**src/rtl/conv_win_sched.sv**
```systemverilog
// Window scheduler for the KxK convolution core: raster-walks every output
// window, handshakes with the loader, fires the core and writes results back.
module conv_win_sched #(
  parameter int IMG_W   = 28,
  parameter int IMG_H   = 28,
  parameter int K       = 7,
  parameter int CW      = 8,
  parameter int AW      = 16,
  parameter int MAX_INF = 8
) (
  input  logic          clk,
  input  logic          rst_n,
  input  logic          start_i,
  output logic          win_req_o,
  output logic [CW-1:0] win_x_o,
  output logic [CW-1:0] win_y_o,
  input  logic          win_ack_i,
  output logic          conv_en_o,
  input  logic          conv_valid_i,
  output logic          wr_en_o,
  output logic [AW-1:0] wr_addr_o,
  output logic          busy_o,
  output logic          done_o,
  output logic          err_o
);

  localparam int OUT_W = IMG_W - K + 1;
  localparam int OUT_H = IMG_H - K + 1;
  localparam int TOTAL = OUT_W * OUT_H;
  localparam int IW    = $clog2(MAX_INF + 1);

  typedef enum logic [2:0] {
    S_IDLE  = 3'd0,
    S_REQ   = 3'd1,
    S_FIRE  = 3'd2,
    S_DRAIN = 3'd3,
    S_DONE  = 3'd4
  } state_e;

  state_e        state_q, state_d;
  logic [CW-1:0] x_q, x_d, y_q, y_d;
  logic [IW-1:0] infl_q, infl_d;
  logic [AW-1:0] res_q, res_d;
  logic          win_req_q, win_req_d;
  logic          conv_en_q, conv_en_d;
  logic          busy_q, busy_d;
  logic          done_q, done_d;
  logic          err_q, err_d;
  logic          wr_fire;
  logic          last_x;
  logic          last_win;

  // A result is only accepted when the core owes us one.
  assign wr_fire  = conv_valid_i && (infl_q != '0);
  assign last_x   = (x_q == CW'(OUT_W - 1));
  assign last_win = last_x && (y_q == CW'(OUT_H - 1));

  // Next-state, window walk, in-flight tracking and registered-output decode.
  always_comb begin
    state_d = state_q;
    x_d     = x_q;
    y_d     = y_q;
    err_d   = err_q;
    res_d   = wr_fire ? (res_q + AW'(1)) : res_q;
    infl_d  = infl_q;

    case ({conv_en_q, wr_fire})
      2'b10:   infl_d = infl_q + IW'(1);
      2'b01:   infl_d = infl_q - IW'(1);
      default: infl_d = infl_q;
    endcase

    if (conv_valid_i && (infl_q == '0)) begin
      err_d = 1'b1;
    end else begin
      err_d = err_q;
    end

    case (state_q)
      S_IDLE: begin
        if (start_i) begin
          state_d = S_REQ;
          x_d     = '0;
          y_d     = '0;
          res_d   = '0;
        end else begin
          state_d = S_IDLE;
        end
      end
      S_REQ: begin
        if (win_ack_i && (infl_q < IW'(MAX_INF))) begin
          state_d = S_FIRE;
        end else begin
          state_d = S_REQ;
        end
      end
      S_FIRE: begin
        // The last window leaves x/y parked on itself rather than off the map.
        if (last_win) begin
          state_d = S_DRAIN;
        end else if (last_x) begin
          state_d = S_REQ;
          x_d     = '0;
          y_d     = y_q + CW'(1);
        end else begin
          state_d = S_REQ;
          x_d     = x_q + CW'(1);
        end
      end
      S_DRAIN: begin
        if ((infl_q == '0) && (res_q == AW'(TOTAL))) begin
          state_d = S_DONE;
        end else begin
          state_d = S_DRAIN;
        end
      end
      S_DONE:  state_d = S_IDLE;
      default: state_d = S_IDLE;
    endcase

    win_req_d = (state_d == S_REQ);
    conv_en_d = (state_d == S_FIRE);
    busy_d    = (state_d == S_REQ) || (state_d == S_FIRE) || (state_d == S_DRAIN);
    done_d    = (state_d == S_DONE);
  end

  // State, counters and registered outputs.
  always_ff @(posedge clk or negedge rst_n) begin
    if (!rst_n) begin
      state_q   <= S_IDLE;
      x_q       <= '0;
      y_q       <= '0;
      infl_q    <= '0;
      res_q     <= '0;
      win_req_q <= 1'b0;
      conv_en_q <= 1'b0;
      busy_q    <= 1'b0;
      done_q    <= 1'b0;
      err_q     <= 1'b0;
    end else begin
      state_q   <= state_d;
      x_q       <= x_d;
      y_q       <= y_d;
      infl_q    <= infl_d;
      res_q     <= res_d;
      win_req_q <= win_req_d;
      conv_en_q <= conv_en_d;
      busy_q    <= busy_d;
      done_q    <= done_d;
      err_q     <= err_d;
    end
  end

  assign win_req_o = win_req_q;
  assign win_x_o   = x_q;
  assign win_y_o   = y_q;
  assign conv_en_o = conv_en_q;
  assign wr_en_o   = wr_fire;
  assign wr_addr_o = res_q;
  assign busy_o    = busy_q;
  assign done_o    = done_q;
  assign err_o     = err_q;

endmodule

```
**config.mk**
```make
export PLATFORM = sky130hd
export DESIGN_NAME = conv_win_sched
export DESIGN_NICKNAME = d
export VERILOG_FILES = /design/src/rtl/conv_win_sched.sv
export SDC_FILE = /design/constraint.sdc
export NUM_CORES = 1
export LEC_CHECK = 0
export CORE_MARGIN = 3
export CORE_UTILIZATION = 50
export CTS_BUF_LIST = sky130_fd_sc_hd__clkbuf_8 sky130_fd_sc_hd__clkbuf_16
export DETAILED_ROUTE_END_ITERATION = 6
export DONT_BUFFER_PORTS = 1
export HOLD_SLACK_MARGIN = 0.03
export PLACE_DENSITY = 0.66
export SLEW_MARGIN = 20
export SYNTH_ARGS = -nofsm -noshare
export SYNTH_HDL_FRONTEND = slang
export SYNTH_SLANG_ARGS = --single-unit
```
**constraint.sdc**
```tcl
create_clock -name clk -period 2.74 [get_ports clk]
set_input_delay 0.548 -clock clk [delete_from_list [all_inputs] [get_ports clk]]
set_output_delay 0.548 -clock clk [all_outputs]
set_load 0.005 [all_outputs]
```
# Word-level counts from Yosys, hierarchy flattened
# Index checks and enable logic that the tools add are counted.
# totals
register_bits	44
input_bits	5
elab_cells	61
# classes
n_addsub	5
order_cmp	1
n_eq_ne	15
mux	16
n_reduce_logical	14
# ops
op	count
$mux 16	3
$mux 8	5
$pmux 8 s2	2
$add 16x1->16 const B	1
$add 8x1->8 const B	2
$eq 16x9->1 const B	1
$eq 8x5->1 const B	2
$eq 3x2->1 const B	4
$pmux 3 s4	1
$pmux 4 s2	1
$eq 3x1->1 const B	2
$ne 2x2->1 const B	3
$logic_and 1x1->1	5
$add 4x1->4 const B	1
$logic_not 4->1	1
$lt 4x4->1 const B	1
$mux 2	2
$reduce_and 4->1	1
$reduce_bool 2->1	2
$reduce_bool 4->1	1
$sub 4x1->4 const B	1
$eq 3x3->1 const B	1
$logic_not 3->1	1
$mux 3	1
5 further kinds	6

# Logic depth before layout (Yosys ltp)
# Gate-level depths: netlist of run 1.
# logic_depth
depth_word	7
mapped_depth	9
mapped_depth_nobuf	8

# Least setup slack after synthesis of run 1
# Ideal clock, no wire load.
# synth_timing
path_type	register to register
startpoint	reg infl_q[0]
endpoint	reg infl_q[3]
arrival_time_ns	2.271
path_slack_ns	0.389
path_stages_with_launch	10
synth_period_minus_slack_ns	2.351
cell_sequence	dfrtp_1 -> o41ai_1 -> buf_2 -> inv_1 -> ha_1 -> ha_1 -> a21o_1 -> a21oi_1 -> mux2i_1 -> xnor2_1
# synth_between
elab_chain_cells	4
# synth_lines
item	line	source
start, declared	42	logic [IW-1:0] infl_q, infl_d;
start signal, assigned	144	infl_q <= infl_d;
$reduce_bool 4->1 *	54	assign wr_fire = conv_valid_i && (infl_q != '0);
$logic_and 1x1->1 *	54	
via wr_en_o	20	output logic wr_en_o,
$eq 2x1->1 / $eq 2x2->1 (equally long branches)	67	case ({conv_en_q, wr_fire})
$pmux 4 s2 / $reduce_bool 2->1 (equally long branches)	n/a	
# The timed path passes the listed nets; every way through them passes the cells marked *.
# A chain may end at the register's enable or synchronous reset.

# Final worst setup path of run 1
# Ends and elaborated chain as after synthesis.

==> results.md, run 1 <==
* Outcome: finished, final reports clean
* PwrDens at 594.0 nW/um2
* Worst path max stage delay at 0.44 ns
* Worst Path Required at 2.95 ns
* Simple-gate portion of the synthesized area at 27.36%
* Pleak at 1.196 nW
* WP buf/inv at 1
* HP Class: primary input to asynchronous set/reset pin
* Fin Setup TNS at 0 ns
* Worst-path cell chain: o41ai_1 -> inv_1 -> ha_1 -> ha_1 -> a21o_1 -> a21oi_1 -> mux2i_1 -> xnor2_1
* FF-to-FF setup slack at 0.32 ns
* Sink Count at 44
* Max_cap viols at 0
* Yosys reg bits at 44
* Storage element area at 1101 um2
* Final Critical Period at 2.419 ns
* Fmax at 0.4134 GHz
* CTS tree: built
* IO Pins at 43
* Top cell type's share of synthesized area at 44.42%
* RR Endpoint: infl_q[3]
* Async set-reset flop share out of synthesis at 100.0%
* Number of synthesis warnings at 0
* Sequential fraction of the synthesis area at 44.42%
* Initial Util at 54.30%
* P&R area growth vs syn at 6.613%
* Final wirelength at 4983 um
* Largest cells by area after synthesis: dfrtp_1 44%, ha_1 4.5%, nand2_1 4.2%
* H-tree depth at 2
* Worst Setup Start Kind: register
* Detail-routed via count per cell at 5.882
* Syn Std Cell Area at 2479 um2
* Fin nets at 275
* Share of cells above drive strength 1 at 8.140%
* Via count at 1900
* GPL Wtd Cong at 0.8758
* Worst-skew pair later-pin latency at 0.29 ns
* Worst-margin pin slew at 0.6764 ns
* First-pass DRT Iterations at 4
* Dominant synthesized flop cell: dfrtp_1
* Critical R2R Launch: infl_q[0]
* DP Wirelength at 3634 um
* Max_slew headroom at 54.79%
* CP delay by family, top: compound AO/OA/AOI/OAI gates
* Slowest cell on the critical path: o41ai_1
* Vias in the first global route at 1804
* Final Hold Fails at 0
* Non-Filler Instances at 323
* Final ANT Viol Nets at 0
* Crit-path most repeated cell: ha_1
* DR DRC count at 0
* Launch point of the worst path: infl_q[0]
* Mux contribution to synthesized area at 3.433%
* Largest family of logic cells by synthesized area: simple AND/OR/NAND/NOR gates
* Ant. Diodes at 0
* VDD IR max at 0.0004500 V
* # fillers at 424
* Top cells by count, synth: 44 x dfrtp_1, 28 x nand2_1, 20 x nor2_1
* First-pass GRT wire length at 8866 um
* Post-synth EDFFs at 0
* Core area at 4564 um2
* Slew Limit Fails at 0
* Synth Area in Adders at 5.351%
* CP max FO at 6
* Utilization after layout at 57.89%
* Synth unique cells at 53
* Critical path depth at 8
* Worst-path clk slew at 0.07 ns
* Post-CTS setup buffer count at 0
* IO buf count at 0
* DR iter-0 viols at 99
* Cell taking the most area after synthesis: dfrtp_1
* Post-Synthesis Cells at 257
* Element type at the critical path end: register
* Post-Syn Area per Cell at 9.644 um2
* Critical Path AT at 2.63 ns
* Antenna violations before repair at 0
* Maximum buffer depth of the clock tree at 2
* CP Class: register to register
* Placed cell areas at 2546 um2
* Total clock buffers created by CTS at 5
* RSZ-0062 raised after global routing: false
* Global route total overflow at 0
* Chip width at 76.41 um
* Die height at 76.41 um
* Most numerous cell in the Yosys netlist: dfrtp_1
* Clock Tree Root: clkbuf_8
* Final worst-path cycle share at 88.29%
* Critical path endpoint: infl_q[3]
* R2R depth at 8
* Final Instance Area at 2643 um2
* FP Rows at 24
* Largest net degree at the start of global routing at 45
* Cells after DPL at 317
* # setup viols final at 0
* Compound-Gate Fraction of Synth Area at 11.46%
* XOR/XNOR Fraction of Synth Area at 4.240%
* Clk_skew at 0.006722 ns
* Multi-input gate area at 1285 um2
* Syn nets at 272
* Die ar. at 5838 um2
* Global Route Usage Sum at 18.47%
* WL per Instance at 15.43 um
timing repair:
item / 4_1_cts / 5_1_grt
endpoints found under the hold margin: 44 / 0
gates resized for setup: 0 / 0
hold buffers: 1 / 0
endpoints found under the setup margin: 0 / 0
cell families after synthesis:
group | after synthesis
AND/OR/NAND/NOR | 118
flip-flops | 44
AO/OA/AOI/OAI | 43
buffers and inverters | 22
XOR/XNOR | 12
adder cells (fa/ha/maj) | 10
multiplexers | 8
routing by layer:
layer | routed length [um] | vias to the layer above | global-route usage [%]
met2 | 2240 | 48 | 27.94
met3 | 336 | 5 | 6.383
met1 | 2356 | 907 | 24.92
met5 | 0 | - | 0
li1 | - | 940 | -
met4 | 49 | 0 | 5.616
worst min path at each step:
stage / slack, ns / from / depth (start not counted) / endpoint
floorplan: 0.25 / rst_n / 0 / busy_o
global placement: 0.25 / rst_n / 0 / win_y_o[2]
detailed placement: 0.25 / rst_n / 0 / win_y_o[2]
CTS: 0.1 / rst_n / 1 / win_x_o[1]
global route: 0.10 / rst_n / 1 / win_y_o[1]
finish: 0.09 / rst_n / 1 / win_y_o[0]
worst reg2reg max path: cells and delay by family (launching register included):
family                     cells  cell delay, ns
muxes                          1            0.23
xor gates and xnor gates       1            0.13
DFF                            1            0.43
adders and majority gates      2            0.56
buffers and inverters          1            0.21
AOI/OAI and AO/OA              3            0.78
registers in the layout, indices dropped and copies added (netlist names):
signal and count:
busy_o 1, conv_en_o 1, done_o 1, err_o 1, infl_q 4, state_q 3
win_req_o 1, win_x_o 8, win_y_o 8, wr_addr_o 16
placed cells by master, fill, tap and decap left out, types with 3 or more instances in the layout:
cell and instances:
or3_1 4, a21oi_1 15, and3_1 5, dfrtp_1 44
nor2_1 20, a31o_2 3, inv_1 13, nor2b_1 3
and4_1 4, nor4_1 8, mux2i_1 7, nor4b_1 3
o21ai_0 6, clkbuf_8 5, nand2b_1 3, xnor2_1 9
buf_4 4, nor3_1 3, nand4_1 7, and2_1 3
xor2_1 3, ha_1 9, and3b_1 3, nand2_1 28
a31oi_1 4, nand3_1 12
power breakdown:
| part | total (mW) | leakage, nW | internal, mW | switching, mW |
|---|---|---|---|---|
| clock | 0.367 | 0.0359 | 0.165 | 0.203 |
| sequential | 0.877 | 0.532 | 0.737 | 0.140 |
| combinational | 0.326 | 0.628 | 0.157 | 0.169 |
| total | 1.57 | 1.20 | 1.06 | 0.512 |
area by class of cell:
cell class,count,share of cell area [%]
Sequential cell,44,41.67
Timing Repair Buffer,5,2.178
Multi-Input combinational cell,191,48.63
Inverter,13,1.847
Clock buffer,5,2.604
Tap cell,65,3.078
stage by stage:
step	setup slack (ns)	hold slack, ns	power (mW)
after floorplan	0.3886	0.2524	1.129
after detailed placement	0.2865	0.2539	1.209
after global routing	0.06014	0.1011	1.688
final	0.3210	0.09229	1.570
after CTS	0.2780	0.09896	1.598
after global placement	0.3314	0.2538	1.204
(Power assumes the default switching activity.)
==> run 2: changes to the inputs <==
--- a/config.mk
+++ b/config.mk
@@ -8,6 +8,7 @@
 export CORE_MARGIN = 3
 export CORE_UTILIZATION = 50
 export CTS_BUF_LIST = sky130_fd_sc_hd__clkbuf_8 sky130_fd_sc_hd__clkbuf_16
+export CTS_CLUSTER_SIZE = 40
 export DETAILED_ROUTE_END_ITERATION = 6
 export DONT_BUFFER_PORTS = 1
 export HOLD_SLACK_MARGIN = 0.03
==> constraint.sdc (replaced) <==
create_clock -name clk -period 2.55 [get_ports clk]
set_input_delay 0.51 -clock clk [delete_from_list [all_inputs] [get_ports clk]]
set_output_delay 0.51 -clock clk [all_outputs]
set_load 0.005 [all_outputs]
==> results.md, run 2 (synthesis results as in run 1) <==
* Outcome: finished, final reports clean
* Fin nets at 275 (unchanged)
* IO buf count at 0 (unchanged)
* Flop pwr share at 53.8% (-2.0 points)
* WL per Instance at 16.06 um (+4.1%)
* Sink Count at 44 (unchanged)
* Element type at the critical path end: register
* Via count at 1923 (+1.2%)
* Max_cap viols at 0 (unchanged)
* Switch share at 33.26% (+0.65 points)
* Worst Path Required at 2.77 ns (-0.18 ns)
* Max reg flops at 16 (unchanged)
* Design Power at 1.768 mW (+13%)
* RSZ-0062 raised after global routing: false
* Die ar. at 5838 um2 (unchanged)
* Final worst-path cycle share at 92.77% (+4.5 points)
* Min Hold Slack at 0.03975 ns (-0.05254 ns)
* Worst Setup Start Kind: register
* Share of cells above drive strength 1 at 9.579% (+1.4 points)
* H-tree depth at 2 (unchanged)
* Vias in the first global route at 1860 (+3.1%)
* First-pass GRT wire length at 9190 um (+3.7%)
* Fmax at 0.4227 GHz (+2.3%)
* Clock Tree Root: clkbuf_8
* Commonest non-fill, non-tap cell in the layout: dfrtp_1
* First-pass DRT Iterations at 6 (+2)
* DR DRC count at 0 (unchanged)
* VDD IR max at 0.0004830 V (+7.3%)
* Met1 GRT Util at 25.83% (+0.91 points)
* Final Hold Fails at 0 (unchanged)
* Combinational power share at 20.4% (-0.4 points)
* Max_slew headroom at 56.67% (+1.9 points)
* Grt met3 use at 5.674% (-0.71 points)
* DR iter-0 viols at 97 (-2.0%)
* IO Pins at 43 (unchanged)
* Final Critical Period at 2.366 ns (-0.05333 ns)
* Slew Limit Fails at 0 (unchanged)
* Critical Path AT at 2.59 ns (-0.04 ns)
* Worst-skew pair later-pin latency at 0.30 ns (about the same)
* # setup viols final at 0 (unchanged)
* Pleak at 1.214 nW (+1.5%)
* HP Class: primary input to asynchronous set/reset pin
* CTS tree: built
* Met2 Use GR at 29.96% (+2.0 points)
* Clk_skew at 0.009359 ns (+0.002637 ns)
* Worst-path clk slew at 0.08 ns (about the same)
* Worst-margin pin slew at 0.6483 ns (-0.02805 ns)
* Net Switching at 0.5879 mW (+15%)
* Final wirelength at 5237 um (+5.1%)
* Antenna violations before repair at 0 (unchanged)
* CP max FO at 6 (unchanged)
* Fin Setup TNS at 0 ns (unchanged)
* Chip width at 76.41 um (unchanged)
* Detail-routed via count per cell at 5.899 (+0.28%)
* # fillers at 428 (+0.94%)
* Core area at 4564 um2 (unchanged)
* Initial Util at 54.30% (unchanged)
* Global Route Usage Sum at 19.14% (+0.67 points)
* Most frequent cells in the layout: 44 x dfrtp_1, 28 x nand2_1, 20 x nor2_1
* CP Class: register to register
* Maximum buffer depth of the clock tree at 2 (unchanged)
* Ant. Diodes at 0 (unchanged)
* Busiest grt layer: met2
* Total clock buffers created by CTS at 5 (unchanged)
* FP Rows at 24 (unchanged)
* P&R area growth vs syn at 7.875%
* Largest net degree at the start of global routing at 45 (unchanged)
* GPL Wtd Cong at 0.8402 (-4.1%)
* Final ANT Viol Nets at 0 (unchanged)
* PwrDens at 661.1 nW/um2 (+11%)
* DP Wirelength at 3758 um (+3.4%)
* Power share of the clock group at 25.8% (+2.4 points)
* Die height at 76.41 um (unchanged)
* Int Power at 1.180 mW (+12%)
* Global route total overflow at 0 (unchanged)
[run 2: final timing paths]
kind	end	cells past startpoint	from	slack, ns
max in group asynchronous	wr_addr_o[0]	1	rst_n	2.30
hold / removal	win_y_o[3]	1	rst_n	0.04
setup / recovery	infl_q[3]	8	infl_q[0]	0.18
setup reg to reg	infl_q[3]	8	infl_q[0]	0.18
min in group clk	err_o	2	conv_valid_i	0.35
hold reg to reg	err_o	1	err_o	0.51
[run 2: metrics by stage]
| stage | std cells | util (%) | cell area [um2] | worst slack (ns) |
|---|---|---|---|---|
| global placement | 317 | 55.78 | 2546 | 0.1525 |
| detailed placement | 317 | 55.78 | 2546 | 0.07050 |
| global route | 326 | 58.58 | 2674 | 0.02610 |
| finish | 326 | 58.58 | 2674 | 0.1843 |
| floorplan | 257 | - | 2479 | 0.1986 |
| CTS | 326 | 58.42 | 2666 | 0.05200 |
[run 2: cell type report]
type	count	area, um2	area share, %
Clock buffer	6	82.58	3.088
Clock inverter	2	10.01	0.3744
Inverter	13	48.80	1.825
Multi-Input combinational cell	191	1292	48.34
Sequential cell	44	1101	41.18
Tap cell	65	81.33	3.042
Timing Repair Buffer	5	57.56	2.153
[run 2: repair_timing]
action	4_1_cts	5_1_grt
setup endpoints to repair	0	1
endpoints found under the hold margin	44	0
gates resized for setup	0	1
hold buffers	1	0
setup buffers	0	0
[run 2: critical path, stage by stage (launching register included)]
cell and delay, ns:
dfrtp_1 0.45, o41ai_2 0.38, inv_1 0.19, ha_1 0.28, ha_1 0.29, a21o_1 0.18
a21oi_1 0.17, mux2i_1 0.24, xnor2_1 0.13
[run 2: per-layer routing]
layer | share of wire (%) | routed length (um)
met5 | 0 | 0
met1 | 47 | 2439
met3 | 5.4 | 284
met2 | 47 | 2455
met4 | 1.1 | 57
[run 2: power groups by stage]
stage / registers (mW) / logic (mW) / clock network (mW)
floorplan: 0.908 / 0.304 / 0
global placement: 0.957 / 0.339 / 0
detailed placement: 0.961 / 0.345 / 0
CTS: 0.948 / 0.365 / 0.470
global route: 0.983 / 0.423 / 0.501
finish: 0.951 / 0.361 / 0.457
==> run 3: changes to the inputs <==
--- a/config.mk
+++ b/config.mk
@@ -11,8 +11,10 @@
 export CTS_CLUSTER_SIZE = 40
 export DETAILED_ROUTE_END_ITERATION = 6
 export DONT_BUFFER_PORTS = 1
+export GPL_TIMING_DRIVEN = 0
 export HOLD_SLACK_MARGIN = 0.03
 export PLACE_DENSITY = 0.66
+export RECOVER_POWER = 25
 export SLEW_MARGIN = 20
 export SYNTH_ARGS = -nofsm -noshare
 export SYNTH_HDL_FRONTEND = slang
==> results.md, run 3 (synthesis results as in run 1) <==
* Outcome: finished, violations left
* Failing checks: capacitance limit, slew limit
* VDD IR max at 0.0004329 V (-10%)
* Worst path max stage delay at 0.45 ns (about the same)
* Worst Setup Start Kind: register
* Sink Count at 44 (unchanged)
* Fmax at 0.4200 GHz (-0.65%)
* Slew Limit Fails at 45 (+45)
* Initial Util at 54.30% (unchanged)
* # fillers at 423 (-1.2%)
* Clk_skew at 0.007503 ns (-0.001856 ns)
* Core area at 4564 um2 (unchanged)
* Final Hold Fails at 0 (unchanged)
* Total clock buffers created by CTS at 5 (unchanged)
* P&R area growth vs syn at 9.894%
* GPL Wtd Cong at 0.7994 (-4.9%)
* DR DRC count at 0 (unchanged)
* Die height at 76.41 um (unchanged)
* Max_cap viols at 1 (+1)
* Final wirelength at 5316 um (+1.5%)
* IO buf count at 0 (unchanged)
* Vias in the first global route at 1810 (-2.7%)
* Global route total overflow at 0 (unchanged)
* Final worst-path cycle share at 93.38% (+0.61 points)
* Element type at the critical path end: register
* # setup viols final at 0 (unchanged)
* Cells after DPL at 322 (+1.6%)
* FP Rows at 24 (unchanged)
* Via count at 1951 (+1.5%)
* Share of cells above drive strength 1 at 11.24% (+1.7 points)
* Chip width at 76.41 um (unchanged)
* PwrDens at 675.6 nW/um2 (+2.2%)
* CTS tree: built
* Fin nets at 282 (+2.5%)
* Slowest cell on the critical path: dfrtp_2
* DP Wirelength at 3829 um (+1.9%)
* Detail-routed via count per cell at 5.877 (-0.38%)
* Critical path depth at 9 (+1)
* CP Class: register to register
* Met1 GRT Util at 26.60% (+0.77 points)
* CP max FO at 6 (unchanged)
* Clock Tree Root: clkbuf_8
* Dpl ws at -0.2028 ns (-0.2733 ns)
* IO Pins at 43 (unchanged)
* Worst Path Required at 2.77 ns (about the same)
* Critical Path AT at 2.60 ns (about the same)
* PnR worst setup slack at 0.1688 ns (-0.01550 ns)
* Grt met3 use at 5.437% (-0.24 points)
* DR iter-0 viols at 67 (-31%)
* Global Route Usage Sum at 19.13% (about the same)
* Ant. Diodes at 0 (unchanged)
* Worst-path cell chain: o41ai_4 -> buf_4 -> inv_1 -> ha_2 -> ha_1 -> a21o_1 -> a21oi_2 -> mux2i_1 -> xnor2_1
* Final ANT Viol Nets at 0 (unchanged)
* Met2 Use GR at 29.79% (-0.18 points)
* Utilization after layout at 59.68% (+1.1 points)
* HP Class: primary input to register
* Largest net degree at the start of global routing at 45 (unchanged)
* First-pass GRT wire length at 9142 um (-0.52%)
* H-tree depth at 2 (unchanged)
* Fin Setup TNS at 0 ns (unchanged)
* WL per Instance at 16.01 um (-0.33%)
* Pleak at 1.229 nW (+1.2%)
* CP delay by family, top: compound AO/OA/AOI/OAI gates
* Antenna violations before repair at 0 (unchanged)
* R2R depth at 9 (+1)
* Busiest grt layer: met2
* RSZ-0062 raised after global routing: false
* Max reg flops at 16 (unchanged)
* Die ar. at 5838 um2 (unchanged)
* Design Power at 1.840 mW (+4.1%)
* First-pass DRT Iterations at 4 (-2)
* Maximum buffer depth of the clock tree at 2 (unchanged)
* Max_slew headroom at -30.14% (-87 points)
* WP buf/inv at 2 (+1)
* Worst-margin pin slew at 1.949 ns (+1.301 ns)
* Non-Filler Instances at 332 (+1.8%)
* Final Critical Period at 2.381 ns (+0.01550 ns)
* Commonest non-fill, non-tap cell in the layout: dfrtp_1
* Most frequent cells in the layout: 41 x dfrtp_1, 28 x nand2_1, 20 x nor2_1
* Worst-skew pair later-pin latency at 0.30 ns (about the same)
* Hold path cells at 2
* Worst-path clk slew at 0.08 ns (about the same)
## run 3: changes by cell type in the layout (fill, tap and decap cells not counted), sizes merged
cell / previous run / this run
clkbuf: 6 / 13
clkinv: 2 / 0
dlymetal6s2s: 0 / 1
## run 3: layout make-up
class                   count  area [um2]  area share (%)
plain buffers               9       46.29           1.700
clock buffers               7       96.34           3.537
inverters                  13       48.80           1.791
multi-input cells         191        1319           48.42
flip-flops and latches     44        1105           40.56
well taps                  65       81.33           2.986
repair buffers              3       27.53           1.011
## run 3: per-stage QoR
step | area, um2 | hold slack (ns)
after floorplan | 2479 | 0.2144
after global placement | 2560 | 0.2157
after detailed placement | 2560 | 0.2157
after CTS | 2701 | 0.05591
after global routing | 2724 | 0.3601
final | 2724 | 0.3481
## run 3: final timing paths
path                         startpoint            end  slack, ns
min reg2reg                       err_o          err_o       0.52
min in group asynchronous         rst_n  wr_addr_o[13]       0.77
max in group asynchronous         rst_n      infl_q[1]       0.51
max reg2reg                   infl_q[0]      infl_q[3]       0.17
max                           infl_q[0]      infl_q[3]       0.17
min                        conv_valid_i          err_o       0.35
## run 3: per-layer routing
| metal | up-vias | routed length [um] |
|---|---|---|
| met2 | 38 | 2469 |
| met5 | - | 0 |
| met4 | 0 | 62 |
| met3 | 8 | 266 |
| li1 | 947 | - |
| met1 | 958 | 2518 |
## run 3: power breakdown
group	switching, mW	internal, mW	total [mW]
clock	0.236	0.242	0.477
combinational	0.223	0.190	0.413
sequential	0.154	0.796	0.951
## run 3: what timing repair did
action,in CTS,in global routing
hold buffers,1,0
endpoints found under the hold margin,44,0
buffers inserted,1,1
pin swaps,1,1
endpoints found under the setup margin,1,1
gates resized for setup,2,6
